[src/rtl/seg_scan_driver.sv]
// Multiplexed 7-segment scan driver: double-buffered BCD display data, leading-zero
// suppression, per-slot anode dead time, and registered active-low outputs.
module seg_scan_driver #(
  parameter int N_DIGITS = 4,
  parameter int SCAN_DIV = 50000,
  parameter int DEAD     = 2
) (
  input  logic                  clk_i,
  input  logic                  rst_n_i,
  input  logic [4*N_DIGITS-1:0] bcd_i,
  input  logic [N_DIGITS-1:0]   dp_i,
  input  logic                  load_i,
  input  logic                  blank_i,
  input  logic                  lz_en_i,
  output logic [6:0]            seg_o,
  output logic                  dp_o,
  output logic [N_DIGITS-1:0]   an_o,
  output logic                  frame_o
);

  localparam int CW = $clog2(SCAN_DIV);
  localparam int IW = (N_DIGITS > 1) ? $clog2(N_DIGITS) : 1;
  localparam int BW = 4 * N_DIGITS;

  logic [CW-1:0]       cnt;
  logic [IW-1:0]       idx;
  logic [BW-1:0]       act_bcd, pend_bcd;
  logic [N_DIGITS-1:0] act_dp, pend_dp;
  logic                pend_flag;

  logic                tick, last_digit, frame_edge, in_dead, suppress;
  logic [3:0]          digit;
  logic                dp_bit, upper_zero;
  logic [N_DIGITS-1:0] an_next;

  assign tick       = (cnt == CW'(SCAN_DIV - 1));
  assign last_digit = (idx == IW'(N_DIGITS - 1));
  assign frame_edge = tick && last_digit;

  generate
    if (DEAD == 0) begin : g_no_dead
      assign in_dead = 1'b0;
    end else begin : g_dead
      assign in_dead = (cnt < CW'(DEAD));
    end
  endgenerate

  function automatic logic [6:0] decode(input logic [3:0] d);
    case (d)
      4'd0:    decode = 7'b0000001;
      4'd1:    decode = 7'b1001111;
      4'd2:    decode = 7'b0010010;
      4'd3:    decode = 7'b0000110;
      4'd4:    decode = 7'b1001100;
      4'd5:    decode = 7'b0100100;
      4'd6:    decode = 7'b0100000;
      4'd7:    decode = 7'b0001111;
      4'd8:    decode = 7'b0000000;
      4'd9:    decode = 7'b0000100;
      default: decode = 7'b1111111;
    endcase
  endfunction

  // Select the current digit and find whether it and every more-significant digit are zero.
  always_comb begin
    digit      = 4'd0;
    dp_bit     = 1'b0;
    upper_zero = 1'b1;
    for (int k = 0; k < N_DIGITS; k++) begin
      if (IW'(k) == idx) begin
        digit  = act_bcd[4*k +: 4];
        dp_bit = act_dp[k];
      end
      if (IW'(k) >= idx && act_bcd[4*k +: 4] != 4'd0) upper_zero = 1'b0;
    end
  end

  assign suppress = lz_en_i && (idx != '0) && upper_zero;
  assign an_next  = (blank_i || in_dead) ? '1 : ~(N_DIGITS'(1) << idx);

  always_ff @(posedge clk_i or negedge rst_n_i) begin
    if (!rst_n_i) begin
      cnt <= '0;
      idx <= '0;
    end else if (tick) begin
      cnt <= '0;
      idx <= last_digit ? '0 : idx + 1'b1;
    end else begin
      cnt <= cnt + 1'b1;
    end
  end

  // Active only changes on a frame edge; a coincident load goes to pending and keeps the flag set.
  always_ff @(posedge clk_i or negedge rst_n_i) begin
    if (!rst_n_i) begin
      act_bcd   <= '0;
      act_dp    <= '0;
      pend_bcd  <= '0;
      pend_dp   <= '0;
      pend_flag <= 1'b0;
    end else begin
      if (frame_edge && pend_flag) begin
        act_bcd   <= pend_bcd;
        act_dp    <= pend_dp;
        pend_flag <= 1'b0;
      end
      if (load_i) begin
        pend_bcd  <= bcd_i;
        pend_dp   <= dp_i;
        pend_flag <= 1'b1;
      end
    end
  end

  always_ff @(posedge clk_i or negedge rst_n_i) begin
    if (!rst_n_i) begin
      seg_o   <= 7'b1111111;
      dp_o    <= 1'b1;
      an_o    <= '1;
      frame_o <= 1'b0;
    end else begin
      seg_o   <= (blank_i || suppress) ? 7'b1111111 : decode(digit);
      dp_o    <= blank_i ? 1'b1 : ~dp_bit;
      an_o    <= an_next;
      frame_o <= frame_edge;
    end
  end

endmodule

[config.mk]
export PLATFORM = sky130hd
export DESIGN_NAME = seg_scan_driver
export DESIGN_NICKNAME = d
export VERILOG_FILES = /design/src/rtl/seg_scan_driver.sv
export SDC_FILE = /design/constraint.sdc
export NUM_CORES = 1
export LEC_CHECK = 0
export CELL_PAD_IN_SITES_DETAIL_PLACEMENT = 2
export CELL_PAD_IN_SITES_GLOBAL_PLACEMENT = 2
export CORE_MARGIN = 2
export CORE_UTILIZATION = 41
export DETAILED_ROUTE_END_ITERATION = 8
export PLACE_DENSITY_LB_ADDON = 0.05
export SLEW_MARGIN = 10
export SYNTH_ARGS = -nofsm -noshare
export SYNTH_HDL_FRONTEND = slang
export SYNTH_SLANG_ARGS = --single-unit
[constraint.sdc]
create_clock -name clk_i -period 3.4 [get_ports clk_i]
set_input_delay 0.68 -clock clk_i [delete_from_list [all_inputs] [get_ports clk_i]]
set_output_delay 0.68 -clock clk_i [all_outputs]
set_load 0.03 [all_outputs]
==> run metrics, run 1 <==
top-area cell type share of the netlist area 44.9%; Port Buf Inserts 37; Synth Register Bits 72; Vias 2197; TritonCTS clock tree done; postcts setup bufs 0; Hold Path Class in2async; Fmax 0.409 GHz; clock sink total 72; CTS clock-pin slew for the worst setup and hold paths 0.08 ns; CTS root buf clkbuf_8; Commonest cells post-synth dfrtp_1, nor2_1, mux2_2, mux2_4, nand2_1; PD cells 426 mW/mm^2; Slew Viols, Final 0; die area 0.00890 mm^2; critical path's top delay family compound AO/OA/AOI/OAI gates; clock buffer depth 2; layout cell share with drive strength beyond 1 23.8%; I/O Pins 38; Worst Max-Slew Pin Slew 0.917 ns; pin count of the biggest net entering global routing 39; post-route ant nets 0; Crit path buffers/inverters 2; Max FO, Critical Path 11; yosys warns 0; H-tree levels 3; DRC errors left 0; die width 94.3 um; Routed wire per std cell 17.6 um; Slowest Stage Delay on Critical Path 0.43 ns; Nets 342; RSZ-0062 raised after global routing no; global route overflow 0; vias in the first global route 2391; slowest CP cell dfrtp_1; Req. time, crit path 3.67 ns; relative slew slack 38.7%; first-pass GRT wire length 12.1 mm; final hold vios 0; Starting Density 42.9%; top post-synthesis cells by area dfrtp_1, dfstp_2, mux2_4, mux2_2, ha_1; Worst VDD drop 0.198 mV; CP Cell Sequence inv_1 > ha_1 > a211oi_1 > a221o_1 > inv_1 > ha_1 > nor2_1 > o21ai_0 > nand2_1; setup_tns 0 ns; Yosys cell types 39; Total Wirelength 7.28 mm; # rows 32; core region area 0.00781 mm^2; Layout area overhead 19.2%; Setup crit start kind register; clk_skew 0.0107 ns; vias per cell 5.32; P_leak 1.76 nW; first drt pass iteration count 4; post-synth top area cell dfrtp_1; syn avg cell area 12.5 um^2; Worst-Skew Late Latency 0.35 ns; Initial DRC Count 84; HPWL after DPL 5.29 mm; Die H 94.3 um; max-cap violations 0; Worst setup EP type register; Final setup viols 0; Post-synth ARST share 100%; TritonCTS Buffers 9; Mapped Cells 267; post-CTS sizing 0; Pwr Total 0.00170 W; count leader, synth dfrtp_1; Hold Slack 0.455 ns; Crit Path Class reg2reg; crit share post-route 72.0%; Mapped Nets 303; initial antenna violation count 0; Arrival @ worst endpoint 2.72 ns; Post-Syn Area 0.00335 mm^2; sequential fraction of the synthesis area 54.3%; Hold Buf Count CTS 0; total track usage 18.0%; main flop type after synthesis dfrtp_1; status finished, final reports clean; Min Clock Period, post-route 2.45 ns; n_diodes 0; routability cong. 0.784; EDFF count, synth 0
## sequential cells by signal (all words and copies together) (netlist names), 2 cells and up
register / cells
idx: 2
an_o: 4
seg_o: 7
act_dp: 4
pend_bcd: 16
pend_dp: 4
cnt: 16
act_bcd: 16
## cells in the final DEF (no fill, tap or decap), drive strengths merged, types with 2 or more instances in the layout
| cell | synthesis | final |
|---|---|---|
| a21oi | 9 | 9 |
| dfstp | 12 | 12 |
| nor3b | 3 | 3 |
| nor2 | 22 | 22 |
| clkinv | 0 | 2 |
| nand3 | 4 | 4 |
| xor2 | 7 | 7 |
| nand2 | 20 | 20 |
| nand4 | 5 | 5 |
| clkbuf | 3 | 11 |
| nand3b | 4 | 4 |
| clkinvlp | 0 | 2 |
| o21ai | 9 | 9 |
| buf | 7 | 2 |
| nor4 | 6 | 6 |
| nor3 | 6 | 6 |
| dfrtp | 60 | 60 |
| nor2b | 2 | 2 |
| mux2i | 3 | 3 |
| a221o | 3 | 3 |
| inv | 11 | 11 |
| mux2 | 40 | 40 |
| clkdlybuf4s50 | 0 | 36 |
| a211oi | 4 | 4 |
| xnor2 | 7 | 7 |
| and3 | 2 | 2 |
| ha | 11 | 11 |
## routing by layer
layer	vias up	GRT usage, %	routed length [um]
met5	-	0	0
li1	1005	-	-
met2	40	31.1	3750
met4	0	7.73	133
met3	9	2.87	206
met1	1143	22.3	3190
## stage by stage
| step | setup slack, ns | instances | utilization (%) | cell area (um^2) |
|---|---|---|---|---|
| floorplan | 1.45 | 267 | - | 3350 |
| global placement | 1.01 | 397 | 48.4 | 3780 |
| detailed placement | 0.947 | 397 | 48.4 | 3780 |
| CTS | 0.916 | 413 | 51.1 | 3990 |
| global route | 0.730 | 413 | 51.1 | 3990 |
| finish | 0.954 | 413 | 51.1 | 3990 |
## worst reg2reg max path, delay by kind of cell (launching register included)
family	cells	cell delay, ns
buf+inv	2	0.23
simple gates	2	0.15
compound gates	3	0.90
flops	1	0.43
fa+ha+maj	2	0.68
## path summary, 6_finish.rpt
kind | slack [ns] | start | depth (start not counted) | endpoint
min in group clk_i | 0.49 | pend_flag$_DFFE_PN0P_ | 1 | pend_flag$_DFFE_PN0P_
worst min-delay path | 0.45 | rst_n_i | 1 | cnt[13]$_DFF_PN0_
worst min register to register | 0.49 | pend_flag$_DFFE_PN0P_ | 1 | pend_flag$_DFFE_PN0P_
worst max-delay path | 0.95 | idx[0]$_DFFE_PN0N_ | 9 | seg_o[5]$_DFF_PN1_
max in group asynchronous | 2.27 | rst_n_i | 2 | act_bcd[1]$_DFFE_PN0P_
worst max register to register | 0.95 | idx[0]$_DFFE_PN0N_ | 9 | seg_o[5]$_DFF_PN1_
## report_power, final
part / internal, W / switching, W
Sequential: 0.000888 / 0.0000151
Combinational: 0.0000565 / 0.0000445
Clock: 0.000376 / 0.000318
Total: 0.00132 / 0.000377
## cell families (layout without fill, tap and decap cells)
kind of cell / Yosys count / after routing / share of synthesized area, %
muxes: 43 / 43 / 16.6
AOI/OAI and AO/OA: 30 / 30 / 5.72
adders and majority gates: 11 / 11 / 4.11
DFF: 72 / 72 / 54.3
buffers and inverters: 21 / 65 / 3.55
xor gates and xnor gates: 14 / 14 / 3.66
and+or+nand+nor: 76 / 76 / 12.0
## final cells by class
type	instances	area, um^2
clock inverters	5	55.1
repair buffers	38	385
inverters	11	41.3
well taps	102	128
fillers	783	3820
multi-input cells	174	1410
clock buffers	11	151
flip-flops and latches	72	1820
No activity file was read; power rests on OpenSTA's default activity.
==> run 2: changes to the inputs <==
CORE_UTILIZATION = 34   (was 41)
clock period = 2.16 ns   (was 3.4 ns; I/O delays follow)
==> run 2 against run 1 <==
  * Non-clock buffer count is 10 higher
  * Combinational power is 59% higher
  * Clock-buffer cell count is 1 lower
  * Sequential power is 57% higher
  * Fmax is 23% higher
  * Setup slack worse by 0.78 ns
  * Clock power is 46% higher
  * Clock skew is 0.0019 ns higher
==> run metrics, run 2 (synthesis gave the netlist of run 1 again) <==
status finished, final reports clean; Fmax 0.503 GHz; n_diodes 0; clock buffer depth 2; DRC errors left 0; vias in the first global route 2366; Total Wirelength 7.49 mm; final hold vios 0; Worst setup EP type register; most common cell after layout, fill and taps aside dfrtp_1; Routed wire per std cell 16.5 um; TritonCTS Buffers 9; Crit path buffers/inverters 2; core region area 0.00968 mm^2; global route overflow 0; crit share post-route 92.1%; Hold Path Class in2async; relative slew slack 74.2%; Hold Buf Count CTS 0; CP Cell Sequence inv_2 > ha_4 > nand3b_1 > a221o_1 > inv_1 > ha_1 > mux2i_1 > a21oi_1; I/O Pins 38; initial antenna violation count 0; most frequent cells in the layout dfrtp_1, clkdlybuf4s50_1, nor2_1; PD cells 624 mW/mm^2; DP Worst Slack -0.0519 ns; RSZ-0062 raised after global routing no; H-tree levels 3; Die H 103 um; Vias 2192; die width 103 um; Slowest Stage Delay on Critical Path 0.44 ns; Initial DRC Count 52; first drt pass iteration count 4; clk_skew 0.0125 ns; Setup crit start kind register; Inst Count DP 438; Layout area overhead 24.0%; max-cap violations 0; Worst Max-Slew Pin Slew 0.383 ns; slowest CP cell dfrtp_2; TritonCTS clock tree done; pin count of the biggest net entering global routing 73; post-route ant nets 0; CTS root buf clkbuf_8; # rows 36; post-route worst setup slack 0.170 ns; first-pass GRT wire length 12.6 mm; Arrival @ worst endpoint 2.27 ns; routability cong. 0.844; Starting Density 34.5%; Worst VDD drop 0.286 mV; Final setup viols 0; Min Clock Period, post-route 1.99 ns; post-route insts no fill 454; HPWL after DPL 5.38 mm; critical path's top delay family compound AO/OA/AOI/OAI gates; total track usage 15.8%; Crit Path Class reg2reg; vias per cell 4.83; Nets 352; P_leak 1.80 nW; Worst-Skew Late Latency 0.35 ns; layout cell share with drive strength beyond 1 29.6%; Slew Viols, Final 0; die area 0.0107 mm^2; CTS clock-pin slew for the worst setup and hold paths 0.08 ns; clock sink total 72; Max FO, Critical Path 10; Req. time, crit path 2.44 ns; Port Buf Inserts 37; Top Registers act_bcd (16), cnt (16), pend_bcd (16)
-- run 2: changes by cell type in the layout (fill, tap and decap cells not counted), sizes merged --
cell    previous run  this run
bufinv             1         0
buf                2        12
inv               11        13
clkbuf            11        10
-- run 2: worst reg2reg max path: cells and delay by family, from the launching register on --
family / cells / cell delay, ns
adder cells (fa/ha/maj): 2 / 0.42
AND/OR/NAND/NOR: 1 / 0.18
flip-flops: 1 / 0.44
buffers and inverters: 2 / 0.25
multiplexers: 1 / 0.10
AO/OA/AOI/OAI: 2 / 0.54
-- run 2: final timing paths --
path | slack, ns | depth (start not counted) | startpoint | to
min | 0.10 | 2 | rst_n_i | cnt[7]$_DFF_PN0_
max reg2reg | 0.17 | 8 | idx[1]$_DFFE_PN0N_ | seg_o[6]$_DFF_PN1_
min in group clk_i | 0.49 | 1 | pend_flag$_DFFE_PN0P_ | pend_flag$_DFFE_PN0P_
min reg2reg | 0.49 | 1 | pend_flag$_DFFE_PN0P_ | pend_flag$_DFFE_PN0P_
max in group asynchronous | 1.72 | 2 | rst_n_i | seg_o[3]$_DFF_PN1_
max | 0.17 | 8 | idx[1]$_DFFE_PN0N_ | seg_o[6]$_DFF_PN1_
-- run 2: timing repair --
action                                 4_1_cts  5_1_grt
endpoints found under the hold margin        0        0
gates cloned                                 0        0
gates resized for setup                      4       10
setup endpoints to repair                    5        6
buffers inserted                             0        0
-- run 2: area by class of cell --
cell class	instances	area, um^2
sequential	72	1820
inverter	11	41.3
fill	981	5530
tap	133	166
timing repair buffer	48	473
clock inverter	6	50.0
clock buffer	10	138
multi-input combinational	174	1460
-- run 2: power by group --
part           internal, W  leakage, nW  switching (W)  total (W)
Combinational    0.0000897        0.815      0.0000712   0.000161
Sequential         0.00140        0.896      0.0000228    0.00142
Clock             0.000460       0.0895       0.000551    0.00101
-- run 2: metal layers --
metal	vias up	global-route usage (%)	wire, um
met4	0	6.68	145
met1	1116	22.0	3630
met5	-	0	0
met2	34	24.5	3530
met3	11	2.62	184
li1	1031	-	-
-- run 2: metrics by stage --
step / hold slack (ns) / setup TNS (ns) / util [%] / instance area, um^2 / total power (W)
2_1_floorplan: 0.136 / 0 / - / 3350 / 0.00151
3_3_place_gp: 0.464 / 0 / 40.3 / 3910 / 0.00161
3_5_place_dp: 0.471 / -0.143 / 40.3 / 3910 / 0.00161
4_1_cts: 0.104 / 0 / 42.4 / 4110 / 0.00265
5_1_grt: 0.109 / 0 / 42.9 / 4150 / 0.00272
6_report: 0.100 / 0 / 42.9 / 4150 / 0.00259
==> run 3: changes to the inputs <==
PLACE_DENSITY_LB_ADDON = 0.1   (was 0.05)
==> run 3 against run 2 <==
  * Hold slack got worse by 0.036 ns
  * Clock-buffer cell count did not move
  * Flip-flop and latch count did not move
  * Fmax fell by 1.8%
  * First-iteration DRC count rose by 110%
  * Utilization rose by 0.76 points
  * Non-clock buffer count rose by 6
  * Largest cell class unchanged
  * Largest power group unchanged
==> run metrics, run 3 (synthesis gave the netlist of run 1 again) <==
clock sink total 72; Req. time, crit path 2.44 ns; Nets 358; Setup crit start kind register; # rows 36; H-tree levels 3; TritonCTS clock tree done; layout cell share with drive strength beyond 1 30.9%; CP Cell Sequence inv_4 > ha_4 > a211oi_2 > a221o_1 > inv_1 > ha_1 > nor2_1 > o21ai_0 > nand2_1; vias per cell 4.84; Hold Path Class in2async; most frequent cells in the layout dfrtp_1, clkdlybuf4s50_1, nor2_1; Max FO, Critical Path 9; Design Area, Final 0.00422 mm^2; CTS clock-pin slew for the worst setup and hold paths 0.09 ns; vias in the first global route 2408; routability cong. 0.812; clock buffer depth 2; total track usage 16.2%; core region area 0.00968 mm^2; Arrival @ worst endpoint 2.31 ns; Worst VDD drop 0.240 mV; Crit path buffers/inverters 2; Worst Max-Slew Pin Slew 0.399 ns; crit share post-route 93.8%; post-route ant nets 0; P_leak 1.84 nW; initial antenna violation count 0; TritonCTS Buffers 9; Hold Slack 0.0646 ns; PD cells 616 mW/mm^2; pin count of the biggest net entering global routing 73; Total Wirelength 7.83 mm; Top Registers act_bcd (16), cnt (16), pend_bcd (16); Starting Density 34.5%; Slew Viols, Final 0; Layout area overhead 26.3%; Die H 103 um; Min Clock Period, post-route 2.03 ns; Port Buf Inserts 37; placed cell area 0.00393 mm^2; Vias 2227; slowest CP cell dfrtp_2; Fmax 0.493 GHz; first drt pass iteration count 4; Crit Path Class reg2reg; first-pass GRT wire length 12.8 mm; clk_skew 0.0119 ns; Final setup viols 0; DRC errors left 0; Hold Buf Count CTS 0; most common cell after layout, fill and taps aside dfrtp_1; fin util 43.6%; max-cap violations 0; reg2reg setup slack 0.13 ns; die width 103 um; Initial DRC Count 107; Slowest Stage Delay on Critical Path 0.49 ns; Routed wire per std cell 17.0 um; global route overflow 0; die area 0.0107 mm^2; relative slew slack 73.2%; CTS root buf clkbuf_8; Worst setup EP type register; RSZ-0062 raised after global routing yes; I/O Pins 38; final hold vios 0; n_diodes 0; HPWL after DPL 5.52 mm; Worst-Skew Late Latency 0.36 ns; critical path's top delay family compound AO/OA/AOI/OAI gates; status finished, final reports clean
==> run 3: per-layer routing <==
metal / global-route usage, % / vias to the layer above / part of all wire (%)
met5: 0 / - / 0
met4: 4.35 / 0 / 1.8
met3: 5.38 / 10 / 3.0
met2: 25.5 / 38 / 49
met1: 21.7 / 1135 / 46
li1: - / 1044 / -
==> run 3: worst paths after layout <==
check                                      startpoint                     to  cells after the start
worst min-delay path                          rst_n_i       cnt[5]$_DFF_PN0_                      2
max in group asynchronous                     rst_n_i         dp_o$_DFF_PN1_                      2
min in group clk_i              pend_flag$_DFFE_PN0P_  pend_flag$_DFFE_PN0P_                      1
worst min register to register  pend_flag$_DFFE_PN0P_  pend_flag$_DFFE_PN0P_                      1
worst max-delay path               idx[0]$_DFFE_PN0N_     seg_o[5]$_DFF_PN1_                      9
worst max register to register     idx[0]$_DFFE_PN0N_     seg_o[5]$_DFF_PN1_                      9
==> run 3: power by group <==
part	internal (W)	switching (W)	total [W]	leakage (nW)
sequential	0.00140	0.0000224	0.00142	0.896
clock	0.000462	0.000561	0.00102	0.0935
combinational	0.0000897	0.0000708	0.000161	0.852
==> run 3: final cells by class <==
cell class              count  area [um^2]
clock buffers              10          138
clock inverters             6         51.3
fillers                   981         5460
inverters                  11         46.3
multi-input cells         174         1480
flip-flops and latches     72         1820
well taps                 133          166
repair buffers             54          528
==> run 3: through the flow <==
stage	power, W	setup WS [ns]	cells	TNS (ns)
CTS	0.00267	0.0142	457	0
global placement	0.00161	0.127	439	0
detailed placement	0.00161	-0.0878	439	-0.169
finish	0.00260	0.133	460	0
global route	0.00273	-0.00919	460	-0.0105
floorplan	0.00151	0.207	267	0
==> run 3: repair_timing <==
action | CTS | global route
resized for setup | 9 | 9
hold endpoints to repair | 0 | 0
endpoints found under the setup margin | 6 | 7
pin swaps | 1 | 1
setup buffers | 2 | 3
==> RTL change, RTL diff (settings of run 3) <==
Put one more register stage on the output `seg_o`, cleared by the reset. The value now appears one clock later. The other outputs are not delayed to match.
--- a/src/rtl/seg_scan_driver.sv
+++ b/src/rtl/seg_scan_driver.sv
@@ -21,6 +21,8 @@
   localparam int CW = $clog2(SCAN_DIV);
   localparam int IW = (N_DIGITS > 1) ? $clog2(N_DIGITS) : 1;
   localparam int BW = 4 * N_DIGITS;
+
+  logic [6:0] seg_s0;
 
   logic [CW-1:0]       cnt;
   logic [IW-1:0]       idx;
@@ -114,17 +116,25 @@
 
   always_ff @(posedge clk_i or negedge rst_n_i) begin
     if (!rst_n_i) begin
-      seg_o   <= 7'b1111111;
+      seg_s0  <= 7'b1111111;
       dp_o    <= 1'b1;
       an_o    <= '1;
       frame_o <= 1'b0;
     end else begin
-      seg_o   <= (blank_i || suppress) ? 7'b1111111 : decode(digit);
+      seg_s0  <= (blank_i || suppress) ? 7'b1111111 : decode(digit);
       dp_o    <= blank_i ? 1'b1 : ~dp_bit;
       an_o    <= an_next;
       frame_o <= frame_edge;
     end
   end
 
+  always_ff @(posedge clk_i or negedge rst_n_i) begin
+    if (!rst_n_i) begin
+      seg_o <= '0;
+    end else begin
+      seg_o <= seg_s0;
+    end
+  end
+
 endmodule
 
Behaviour: not the same (Yosys sat finds a counterexample within 4 cycles, from zero or initial values and one cycle with rst_n_i low).
==> RTL change against run 3 <==
Total power is 3.8% higher. Synthesized area grew 5.2%. Design area up 1.4%. Worst setup slack better by 0.0087 ns. Final cell count rose by 0.43%. Sequential power grew 9.9%. Sequential cell count is 7 higher. Wire length shrank 2.6%. Highest routed layer unchanged. Critical path depth decreased by 4. Synthesized cell count grew 2.6%. Count of clock-buffer cells in the layout decreased by 1.
==> RTL change: results (changes against run 3) <==
* Hpwl dp at 5.393 mm (-2.3%)
* Clock-cell share of area at 4.061% (-0.41 points)
* Total track usage at 15.21% (-1.0 points)
* GR met2 Demand/Resource at 25.02% (-0.45 points)
* First-pass GRT wire length at 12.81 mm (-0.16%)
* CP startpoint: cnt[7]
* Final-stage net count at 357 (-0.28%)
* Max rail drop VDD at 0.4236 mV (+77%)
* Bufs w/o clock at 46 (-15%)
* Layout cells sized above 1 at 27.91% (-3.0 points)
* Fraction of area in registers at 46.57% (+3.5 points)
* Leak at 1.854 nW (+0.69%)
* Final non-clock buffer share at 10.46% (-2.0 points)
* Status: complete, no violations
* Post-synthesis mux area share at 15.78% (-0.83 points)
* Crit path to: act_bcd[12]
* Post-Syn Nets at 310 (+2.3%)
* Achievable frequency at 495.4 MHz (+0.43%)
* Drt first-iter violations at 41 (-62%)
* Final hold slack at 0.03480 ns (-0.02976 ns)
* Met3 GRT Util at 4.515% (-0.86 points)
* Via count at 2205 (-0.99%)
* Routed WL per cell at 16.49 um (-3.1%)
* Grt met1 use at 18.54% (-3.2 points)
* Xor/xnor share of the synthesized area at 3.483% (-0.18 points)
* Clock skew at 0.007467 ns (-0.004470 ns)
* Clock Sinks at 79 (+9.7%)
* Post-synth top cells: 67 x dfrtp_1, 22 x nor2_1, 20 x mux2_2, 20 x mux2_4, 19 x nand2_1
* Slew margin rel. at 65.48% (-7.7 points)
* WP data arrival at 2.27 ns (-0.04 ns)
* GPL Wtd Cong at 0.7641 (-5.9%)
* Seq/Total Area, Yosys at 56.57% (+2.3 points)
* Vias in the first global route at 2508 (+4.2%)
## RTL change: kinds of logic after synthesis
family          Yosys count
buf+inv                  21
fa+ha+maj                11
flops                    79
simple gates             76
xor+xnor                 14
compound gates           30
mux                      43
## RTL change: per-layer routing
metal	wire length, um	vias up
met5	0	-
met4	164	0
met3	275	11
met2	3686	36
met1	3492	1112
li1	-	1046
## RTL change: stage by stage
step	utilization, %	power [mW]	std cells
final	42.05	2.701	462
after global routing	42.05	2.853	462
after CTS	41.46	2.767	459
after detailed placement	39.66	1.756	443
after global placement	39.66	1.750	443
after floorplan	-	1.644	274
## RTL change: what timing repair did
item | 4_1_cts | 5_1_grt
hold buffers | 0 | 0
setup endpoints to repair | 6 | 25
resized for setup | 3 | 9
buffers inserted | 0 | 3
hold endpoints to repair | 0 | 0
## RTL change: worst max-delay path, cell delays in order (launching register included)
cell	delay (ns)
dfrtp_1	0.45
nor3_1	0.37
nand2_2	0.13
nor3_4	0.14
and3_4	0.47
mux2_4	0.34
